File: config.mk
export PLATFORM = sky130hd
export DESIGN_NAME = modinv_helper_sched
export DESIGN_NICKNAME = d
export VERILOG_FILES = /design/src/rtl/modinv_sched_pkg.sv /design/src/rtl/modinv_sched_hs.sv /design/src/rtl/modinv_helper_sched.sv
export SDC_FILE = /design/constraint.sdc
export NUM_CORES = 1
export LEC_CHECK = 0
export BUFFER_PORTS_ARGS = -buffer_cell sky130_fd_sc_hd__buf_4
export CAP_MARGIN = 5
export CORE_ASPECT_RATIO = 1.2
export CORE_UTILIZATION = 55
export CTS_BUF_LIST = sky130_fd_sc_hd__clkbuf_16
export DETAILED_ROUTE_END_ITERATION = 10
export HOLD_SLACK_MARGIN = 0.15
export PLACE_DENSITY = 0.77
export SYNTH_ARGS = -nofsm -noshare
export SYNTH_HDL_FRONTEND = slang
export SYNTH_SLANG_ARGS = --single-unit
File: constraint.sdc
create_clock -name clk -period 3.3 [get_ports clk]
set_clock_uncertainty 0.15 [all_clocks]
set_input_delay 0.495 -clock clk [delete_from_list [all_inputs] [get_ports clk]]
set_output_delay 0.495 -clock clk [all_outputs]
set_load 0.05 [all_outputs]
File: src/rtl/modinv_sched_pkg.sv
// Shared definitions for the modular-inverse helper sequencer:
// phase FSM encoding, iteration-counter sizing and the watchdog bound.
package modinv_sched_pkg;

  // One-hot phase encoding of the top-level sequencer
  typedef enum logic [6:0] {
    ST_IDLE       = 7'b000_0001,
    ST_INIT_TRIG  = 7'b000_0010,
    ST_INIT_WAIT  = 7'b000_0100,
    ST_STEP_TRIG  = 7'b000_1000,
    ST_STEP_WAIT  = 7'b001_0000,
    ST_FINAL_TRIG = 7'b010_0000,
    ST_FINAL_WAIT = 7'b100_0000
  } sched_state_t;

  // Index of each helper in the handshake-unit vectors
  localparam int HS_INIT  = 0;
  localparam int HS_STEP  = 1;
  localparam int HS_FINAL = 2;
  localparam int HS_COUNT = 3;

  // Ceiling log2, usable in constant (parameter) expressions
  function automatic int modinv_clog2(input int value);
    int result;
    int v;
    result = 0;
    v      = value - 1;
    while (v > 0) begin
      result = result + 1;
      v      = v >> 1;
    end
    return result;
  endfunction

  // Upper bound on almost-inverse iterations for an operand of 'words' 32-bit words
  function automatic int MODINV_MAX_ITER(input int words);
    return 2 * words * 32;
  endfunction

  // Width needed to hold 0..MODINV_MAX_ITER(words)
  function automatic int modinv_k_bits(input int words);
    return modinv_clog2(MODINV_MAX_ITER(words) + 1);
  endfunction

endpackage

File: src/rtl/modinv_sched_hs.sv
// TRIG/guard/WAIT handshake unit for one helper.
// The enable pulse is decoded from the parent's TRIG phase; the guard bit
// masks the first WAIT cycle, where the helper's rdy has not yet dropped.
module modinv_sched_hs (
  input  logic clk,
  input  logic rst_n,
  input  logic trig,        // parent FSM is in this helper's TRIG phase
  input  logic waiting,     // parent FSM is in this helper's WAIT phase
  input  logic helper_rdy,  // helper idle
  output logic helper_ena,  // one-cycle start pulse to the helper
  output logic done         // helper finished (strobe to the parent FSM)
);

  logic guard_reg;

  // Guard is set for exactly the cycle following TRIG
  always_ff @(posedge clk or negedge rst_n) begin
    if (!rst_n) begin
      guard_reg <= 1'b0;
    end else begin
      guard_reg <= trig;
    end
  end

  assign helper_ena = trig;
  assign done       = waiting & ~guard_reg & helper_rdy;

endmodule

File: src/rtl/modinv_helper_sched.sv
// Top-level sequencer for the modular invertor's helper datapath:
// init once, step until the step helper reports u==0, then final correction.
// Counts completed step iterations in k.
// Optional feature: define MODINV_SCHED_WATCHDOG_EN to add an iteration
// watchdog and the err output.
module modinv_helper_sched
  import modinv_sched_pkg::*;
#(
  parameter int OPERAND_NUM_WORDS = 8,
  parameter int K_BITS            = modinv_k_bits(OPERAND_NUM_WORDS)
) (
  input  logic              clk,
  input  logic              rst_n,
  input  logic              ena,
  output logic              rdy,
  output logic              init_ena,
  input  logic              init_rdy,
  output logic              step_ena,
  input  logic              step_rdy,
  input  logic              step_done,
  output logic              final_ena,
  input  logic              final_rdy,
  output logic [K_BITS-1:0] k
`ifdef MODINV_SCHED_WATCHDOG_EN
  ,
  output logic              err
`endif
);

  localparam logic [K_BITS-1:0] K_MAX = '1;
`ifdef MODINV_SCHED_WATCHDOG_EN
  localparam logic [K_BITS-1:0] WD_LIMIT = K_BITS'(MODINV_MAX_ITER(OPERAND_NUM_WORDS));
  logic err_reg;
`endif

  sched_state_t       state_reg;
  logic [K_BITS-1:0]  k_reg;
  logic [K_BITS-1:0]  k_next;

  logic [HS_COUNT-1:0] trig_vec;
  logic [HS_COUNT-1:0] wait_vec;
  logic [HS_COUNT-1:0] hrdy_vec;
  logic [HS_COUNT-1:0] hena_vec;
  logic [HS_COUNT-1:0] done_vec;

  // Saturating increment: k never wraps back to zero
  assign k_next = (k_reg == K_MAX) ? k_reg : k_reg + 1'b1;

  assign trig_vec = {state_reg == ST_FINAL_TRIG, state_reg == ST_STEP_TRIG, state_reg == ST_INIT_TRIG};
  assign wait_vec = {state_reg == ST_FINAL_WAIT, state_reg == ST_STEP_WAIT, state_reg == ST_INIT_WAIT};
  assign hrdy_vec = {final_rdy, step_rdy, init_rdy};

  genvar gi;
  generate
    for (gi = 0; gi < HS_COUNT; gi++) begin : g_hs
      modinv_sched_hs u_hs (
        .clk        (clk),
        .rst_n      (rst_n),
        .trig       (trig_vec[gi]),
        .waiting    (wait_vec[gi]),
        .helper_rdy (hrdy_vec[gi]),
        .helper_ena (hena_vec[gi]),
        .done       (done_vec[gi])
      );
    end
  endgenerate

  // Phase FSM, iteration counter and (optionally) the watchdog abort flag
  always_ff @(posedge clk or negedge rst_n) begin
    if (!rst_n) begin
      state_reg <= ST_IDLE;
      k_reg     <= '0;
`ifdef MODINV_SCHED_WATCHDOG_EN
      err_reg   <= 1'b0;
`endif
    end else begin
      case (state_reg)
        ST_IDLE: begin
          if (ena) begin
            state_reg <= ST_INIT_TRIG;
            k_reg     <= '0;
`ifdef MODINV_SCHED_WATCHDOG_EN
            err_reg   <= 1'b0;
`endif
          end
        end
        ST_INIT_TRIG: state_reg <= ST_INIT_WAIT;
        ST_INIT_WAIT: begin
          if (done_vec[HS_INIT]) begin
            state_reg <= ST_STEP_TRIG;
          end
        end
        ST_STEP_TRIG: state_reg <= ST_STEP_WAIT;
        ST_STEP_WAIT: begin
          if (done_vec[HS_STEP]) begin
            k_reg <= k_next;
            if (step_done) begin
              state_reg <= ST_FINAL_TRIG;
`ifdef MODINV_SCHED_WATCHDOG_EN
            end else if (k_next > WD_LIMIT) begin
              // Runaway loop: abandon the operation and skip the final helper
              state_reg <= ST_IDLE;
              err_reg   <= 1'b1;
`endif
            end else begin
              state_reg <= ST_STEP_TRIG;
            end
          end
        end
        ST_FINAL_TRIG: state_reg <= ST_FINAL_WAIT;
        ST_FINAL_WAIT: begin
          if (done_vec[HS_FINAL]) begin
            state_reg <= ST_IDLE;
          end
        end
        default: state_reg <= ST_IDLE;
      endcase
    end
  end

  assign rdy       = (state_reg == ST_IDLE);
  assign init_ena  = hena_vec[HS_INIT];
  assign step_ena  = hena_vec[HS_STEP];
  assign final_ena = hena_vec[HS_FINAL];
  assign k         = k_reg;
`ifdef MODINV_SCHED_WATCHDOG_EN
  assign err       = err_reg;
`endif

endmodule
# Word-level counts from Yosys, hierarchy flattened
# Cells that the tools add are included.
# word_totals
ff_bits,20
elab_cells,41
# op_classes
add_sub_neg,1
eq_ne,13
mux,10
bitwise_logic,9
n_reduce_logical,3
# ops
op,n
$pmux 7 s7,1
$mux 10,3
$mux 7,4
$pmux 10 s2,1
$add 10x1->10 const B,1
$eq 10x10->1 const B,1
$ne 2x2->1 const B,5
$reduce_and 4->1,2
$eq 7x1->1 const B,1
$eq 7x2->1 const B,1
$eq 7x3->1 const B,1
$eq 7x4->1 const B,1
$eq 7x5->1 const B,1
$eq 7x6->1 const B,1
$eq 7x7->1 const B,1
$and 1x1->1,6
$mux 6,1
$not 1->1,3
$reduce_bool 2->1,1

# Logic depth before layout (Yosys ltp)
# Gate-level depths: netlist (run 1).
# depth
depth_word,5
mapped_depth,7
mapped_depth_nobuf,6

# Hierarchy
# A second synthesis (run 1) with hierarchy kept.
# unflattened
cells_unflattened,120
area_unflattened_um2,1136.1
# modules_own_cells
mod,instances,cells_each,area_each_um2,seq_area_each_um2
modinv_helper_sched,1,111,1012.2,426.7
modinv_sched_hs,3,3,41.3,25.0

# Worst setup path after synthesis (run 1)
# OpenSTA, ideal clock, no wires.
# synth_timing
path_kind,flip-flop to output port
startpoint,register state_reg[6]
endpoint,output port init_ena
arrival_time_ps,2101
required_ps,2655
slack_ps,554
stages_incl_launch_ff,4
n_path_buf,0
cell_sequence,dfrtp_1 nor3_1 nand2_1 nor3b_1
# synth_via
elab_chain_cells,1
# synth_lines
item,line_no,rtl
from (decl),modinv_helper_sched.sv:36,sched_state_t state_reg;
from (signal assigned),modinv_helper_sched.sv:71,state_reg <= ST_IDLE;
from (signal assigned),modinv_helper_sched.sv:80,state_reg <= ST_INIT_TRIG;
from (signal assigned),modinv_helper_sched.sv:87,ST_INIT_TRIG: state_reg <= ST_INIT_WAIT;
$eq 7x2->1,modinv_helper_sched.sv:49,"assign trig_vec = {state_reg == ST_FINAL_TRIG, state_reg == ST_STEP_TRIG, state_reg == ST_INIT_TRIG};"
to (decl),modinv_helper_sched.sv:16,"output logic init_ena,"
# No other way between the ends.

# Worst setup path after layout (run 1)
# Same ends and word-level chain as after synthesis.

==> metrics.txt, run 1 <==
outcome=finished clean; Die Width=44.62 um; Pre-Repair DR Iteration Count=4; Buffers on Ports=20; io pins=21; Max-Cap Viols=0; Final GP Congestion=0.9174; top cells by area, synth=dfrtp_1 (40%), nor2_1 (3.4%), nand2_1 (3.1%); share of layout cells above drive strength 1=22.07%; Setup-failing EPs final=0; Post-Route Utilization=70.70%; Worst-Margin Slew=454.7 ps; Area after DPL=0.001360 mm2; post-layout minimum cycle time=2435 ps; Final Max Tran Viols=0; Max Root-Sink Buffers=2; Yosys warning total=0; H-tree depth=1; clock sink count=20; commonest cells after routing, fill and taps aside=buf_4 (20), dfrtp_1 (19), nor2_1 (11), nand2_1 (10), nand3_1 (7); Worst-Skew Late Latency=250 ps; first-pass GRT wire length=4278 um; core area=0.002049 mm2; NetSw=0.0003301 W; CP peak stage delay=450 ps; Netlist cell types=46; synthesized flop and latch total=20; vias in the first global route=985; Power Density=607.8 mW/mm2; fmax=410.7 MHz; routed wire length per instance=15.06 um; gr usage total=25.14%; critical-path cell list=nor3_1 > nand2_1 > nor3b_1 > buf_4; Resized Gates After CTS=0; Hold Crit Class=input port to flip-flop; critical path class=flip-flop to output port; Final ANT Viol Nets=0; full die area=0.002371 mm2; Reg clk slew, reported paths=50 ps; area leader, netlist=dfrtp_1; area delta synth->final=20.88%; Yosys top cell area share=39.67%; Synthesized Nets=132; Final Cycle Share=73.78%; Layout Nets=154; most common cell after layout, fill and taps aside=buf_4; remaining global-route overflow=0; clock tree from TritonCTS=built; TritonCTS Buffers=3; fraction of power spent switching nets=37.48%; Max-slew headroom=69.29%; combinational share of power=35.1%; Antenna diodes=0; Die Ht=53.14 um; crit start category=flip-flop; vias per inst=6.063; max reg flops=10; Crit-path slowest cell=dfrtp_1; Std-Cell Rows=18; DRT Wirelength=2635 um; Pint=0.0005505 W; initial antenna violation count=0; leakage power=0.6745 nW; DRT iter0 DRCs=28; clock power share=28.0%; setup TNS=0 ps; maximum vdd ir drop=390.8 uV; Arrival @ worst endpoint=1790 ps; Post-CTS Setup Inserts=0; RSZ-0062 raised after global routing=no; clock root buffer=clkbuf_16; final hold violations=0; Cells after Synth=124; critical-path maximum fanout=6; pin count of the biggest net entering global routing=21; Worst setup EP type=output port; CTS Hold Buffers Added=1; DP HPWL=1877 um; Avg Cell Area, Syn=9.667 um2; post-synthesis cell area=0.001199 mm2; sequential fraction of the synthesis area=41.86%; Initial Utilization=58.49%; final instance area=0.001449 mm2; Critical Path RT=2650 ps; DRC viols=0; Sequential Power Share=36.9%; DR vias=1061
[stage by stage]
stage / setup WS, ps / std cells / hold slack [ps] / power (W)
after floorplan: 554.4 / 124 / 49.41 / 0.0005660
after global placement: 1164 / 170 / 235.4 / 0.0006291
after detailed placement: 1093 / 170 / 239.3 / 0.0006308
after CTS: 823.7 / 175 / 347.1 / 0.0008823
after global routing: 682.2 / 175 / 380.5 / 0.0009254
final: 865.2 / 175 / 349.3 / 0.0008806
[worst paths after layout]
kind	slack [ps]	start	cells past startpoint	endpoint
worst max-delay path	870	state_reg[6]	4	init_ena
worst min-delay path	350	step_done	2	state_reg[5]
worst max register to register	1190	state_reg[5]	5	k[4]
worst min register to register	390	k[6]	1	k[6]
max in group asynchronous	2210	rst_n	2	state_reg[0]
min in group asynchronous	520	rst_n	2	g_hs[2].u_hs.guard_reg
[logic make-up (layout without fill, tap and decap cells)]
group                      after synthesis  count (layout)  synth area share, %
xor gates and xnor gates                 1               1               0.7308
AOI/OAI and AO/OA                       32              32                17.43
buffers and inverters                    5              26                2.504
adders and majority gates                1               1                1.044
and+or+nand+nor                         63              63                34.76
DFF                                     20              20                41.86
muxes                                    2               2                1.670
[worst max-delay path, delay by kind of cell, from the launching register on]
kind,cells,cell delay [ps]
flops,1,450
simple gates,3,830
buf+inv,1,270
[Yosys cell counts (all sizes together)]
master,n
a21o,3
a22oi,1
and4b,1
o41ai,2
nor4,2
ha,1
nor2,12
nor4b,2
and2b,1
and2,1
or3,3
nand2b,3
nand2,10
a41oi,1
nand3b,1
o31ai,3
nor3b,3
or4b,2
buf,4
a32o,1
and3,5
dfrtp,19
dfstp,1
nor3,5
mux2i,2
nand4,2
o2bb2ai,1
a31oi,2
xor2,1
o21ai,8
or2,1
a21oi,5
inv,1
nand3,8
o21a,1
nor2b,1
a211oi,1
o22ai,3
[final cells by class]
class / instances / area (um2)
multi-input cells: 99 / 666.9
flip-flops and latches: 20 / 501.7
repair buffers: 21 / 160.2
fillers: 162 / 600.6
clock buffers: 3 / 75.07
clock inverters: 1 / 3.754
inverters: 1 / 3.754
well taps: 30 / 37.54
[per-layer routing]
metal,GRT usage (%),wire length (um)
met3,3.754,92
met1,31.22,1175
met4,11.62,55
met2,42.40,1311
met5,0,0
[power by group through the flow]
stage          logic [W]  registers, W  clock network [W]
6_report        0.000309      0.000325           0.000247
5_1_grt         0.000336      0.000328           0.000261
4_1_cts         0.000308      0.000323           0.000251
3_5_place_dp    0.000304      0.000327                  0
3_3_place_gp    0.000303      0.000327                  0
2_1_floorplan   0.000269      0.000297                  0
(Power assumes the default switching activity.)
==> run 2, diff against run 1 <==
Settings changed: CORE_UTILIZATION 55 to 54, PLACE_DENSITY 0.77 to 0.75.
Clock period 3.3 ns to 2.5 ns, I/O delays scaled along.
==> run 2 against run 1 <==
Compared with the run above: setup slack got worse by 690 ps; clock power rose by 79%; sequential power rose by 33%; sequential cell count did not move; critical path depth did not move; combinational power rose by 40%; via count rose by 3.2%; largest cell class unchanged.
==> metrics.txt, run 2 (synthesized netlist as in run 1, its figures left out) <==
critical-path maximum fanout=12; io pins=21; Reg clk slew, reported paths=60 ps; worst setup path startpoint=state_reg[5]; Max Root-Sink Buffers=2; DRT Wirelength=2825 um; setup TNS=0 ps; clock root buffer=clkbuf_16; Buffers on Ports=20; outcome=finished clean; r2r worst-path depth=5; Setup-failing EPs final=0; core area=0.002072 mm2; Die Ht=53.61 um; Resized Gates After CTS=0; Max-Cap Viols=0; fmax=429.8 MHz; r2r setup slk=420 ps; remaining global-route overflow=0; initial antenna violation count=0; clock sink count=20; Pre-Repair DR Iteration Count=4; Fillers=168; full die area=0.002413 mm2; most common cell after layout, fill and taps aside=buf_4; Std-Cell Rows=18; DRT iter0 DRCs=35; Post-Place Cells=171; final hold violations=0; vias in the first global route=994; Layout Nets=155; DP HPWL=2036 um; post-layout minimum cycle time=2327 ps; gr usage total=26.75%; Arrival @ worst endpoint=1800 ps; Critical Path RT=1980 ps; critical path class=flip-flop to output port; TritonCTS Buffers=3; crit start category=flip-flop; DR vias=1095; Post-CTS Setup Inserts=0; clock tree from TritonCTS=built; Max-slew headroom=71.12%; H-tree depth=1; Die Width=45.01 um; DRC viols=0; Worst setup EP type=output port; area delta synth->final=24.53%; Final Max Tran Viols=0; vias per inst=6.222; Initial Utilization=57.85%; routed wire length per instance=16.05 um; pin count of the biggest net entering global routing=21; Final GP Congestion=0.8688; share of layout cells above drive strength 1=24.66%; non-filler instance count after layout=176; commonest cells after routing, fill and taps aside=buf_4 (21), dfrtp_1 (19), nor2_1 (11), nand2_1 (10), nand3_1 (7); Power Density=876.3 mW/mm2; Final Cycle Share=93.07%; max reg flops=10; RSZ-0062 raised after global routing=no; Hold Slack=222.9 ps; CP endpoint=step_ena; first-pass GRT wire length=4623 um; Final ANT Viol Nets=0; Worst-Skew Late Latency=250 ps; Reg2Reg Capture Point=k[6]; FF-to-FF Start=state_reg[5]; leakage power=0.6952 nW; maximum vdd ir drop=645.0 uV; Hold Crit Class=input port to flip-flop; Worst-Margin Slew=433.2 ps; Antenna diodes=0
-- run 2: cell types whose count changed in the layout (fill, tap and decap cells not counted) --
cell,previous run,this run
nor3b_1,3,1
nor3b_2,0,2
buf_4,20,21
bufinv_16,0,1
clkinv_1,1,0
-- run 2: report_power, final --
part           switching, W  internal (W)
Clock              0.000124      0.000318
Combinational      0.000269      0.000163
Sequential        0.0000715      0.000362
Total              0.000465      0.000843
-- run 2: layout make-up --
| cell class | count | area (um2) | area share [%] |
|---|---|---|---|
| Tap cell | 30 | 37.54 | 2.515 |
| Inverter | 1 | 3.754 | 0.2515 |
| Clock buffer | 3 | 75.07 | 5.029 |
| Sequential cell | 20 | 501.7 | 33.61 |
| Timing Repair Buffer | 22 | 167.7 | 11.23 |
| Clock inverter | 1 | 30.03 | 2.012 |
| Multi-Input combinational cell | 99 | 676.9 | 45.35 |
-- run 2: critical path, cell delays in order, from the launching register on --
cell,delay [ps]
dfrtp_1,530
or2_2,370
nor3b_1,230
and2_1,210
buf_4,210
-- run 2: what timing repair did --
item                                    4_1_cts  5_1_grt
hold buffers                                  1        0
endpoints found under the setup margin        0        0
hold endpoints to repair                     20        0
-- run 2: worst min path at each step --
stage                   start                     end  slack, ps  cells past startpoint
finish              step_done            state_reg[5]        220                      2
global route        step_done            state_reg[5]        230                      2
CTS                 step_done            state_reg[5]        220                      2
global placement        rst_n  g_hs[2].u_hs.guard_reg        120                      1
detailed placement      rst_n  g_hs[2].u_hs.guard_reg        120                      1
floorplan               rst_n  g_hs[0].u_hs.guard_reg        -70                      0
-- run 2: metal layers --
| metal | vias up | share of wire [%] | global-route usage (%) |
|---|---|---|---|
| li1 | 514 | - | - |
| met1 | 539 | 41 | 34.99 |
| met2 | 37 | 52 | 44.69 |
| met3 | 5 | 4.7 | 3.020 |
| met4 | 0 | 1.7 | 11.11 |
| met5 | - | 0 | 0 |
-- run 2: stage by stage --
stage / power (W) / utilization (%) / area, um2 / setup WS (ps)
2_1_floorplan: 0.0007536 / - / 1209 / 242.7
4_1_cts: 0.001306 / 72.04 / 1493 / 180.7
3_5_place_dp: 0.0008620 / 66.49 / 1378 / 456.9
3_3_place_gp: 0.0008542 / 66.49 / 1378 / 504.9
5_1_grt: 0.001372 / 72.04 / 1493 / 45.11
6_report: 0.001308 / 72.04 / 1493 / 173.3
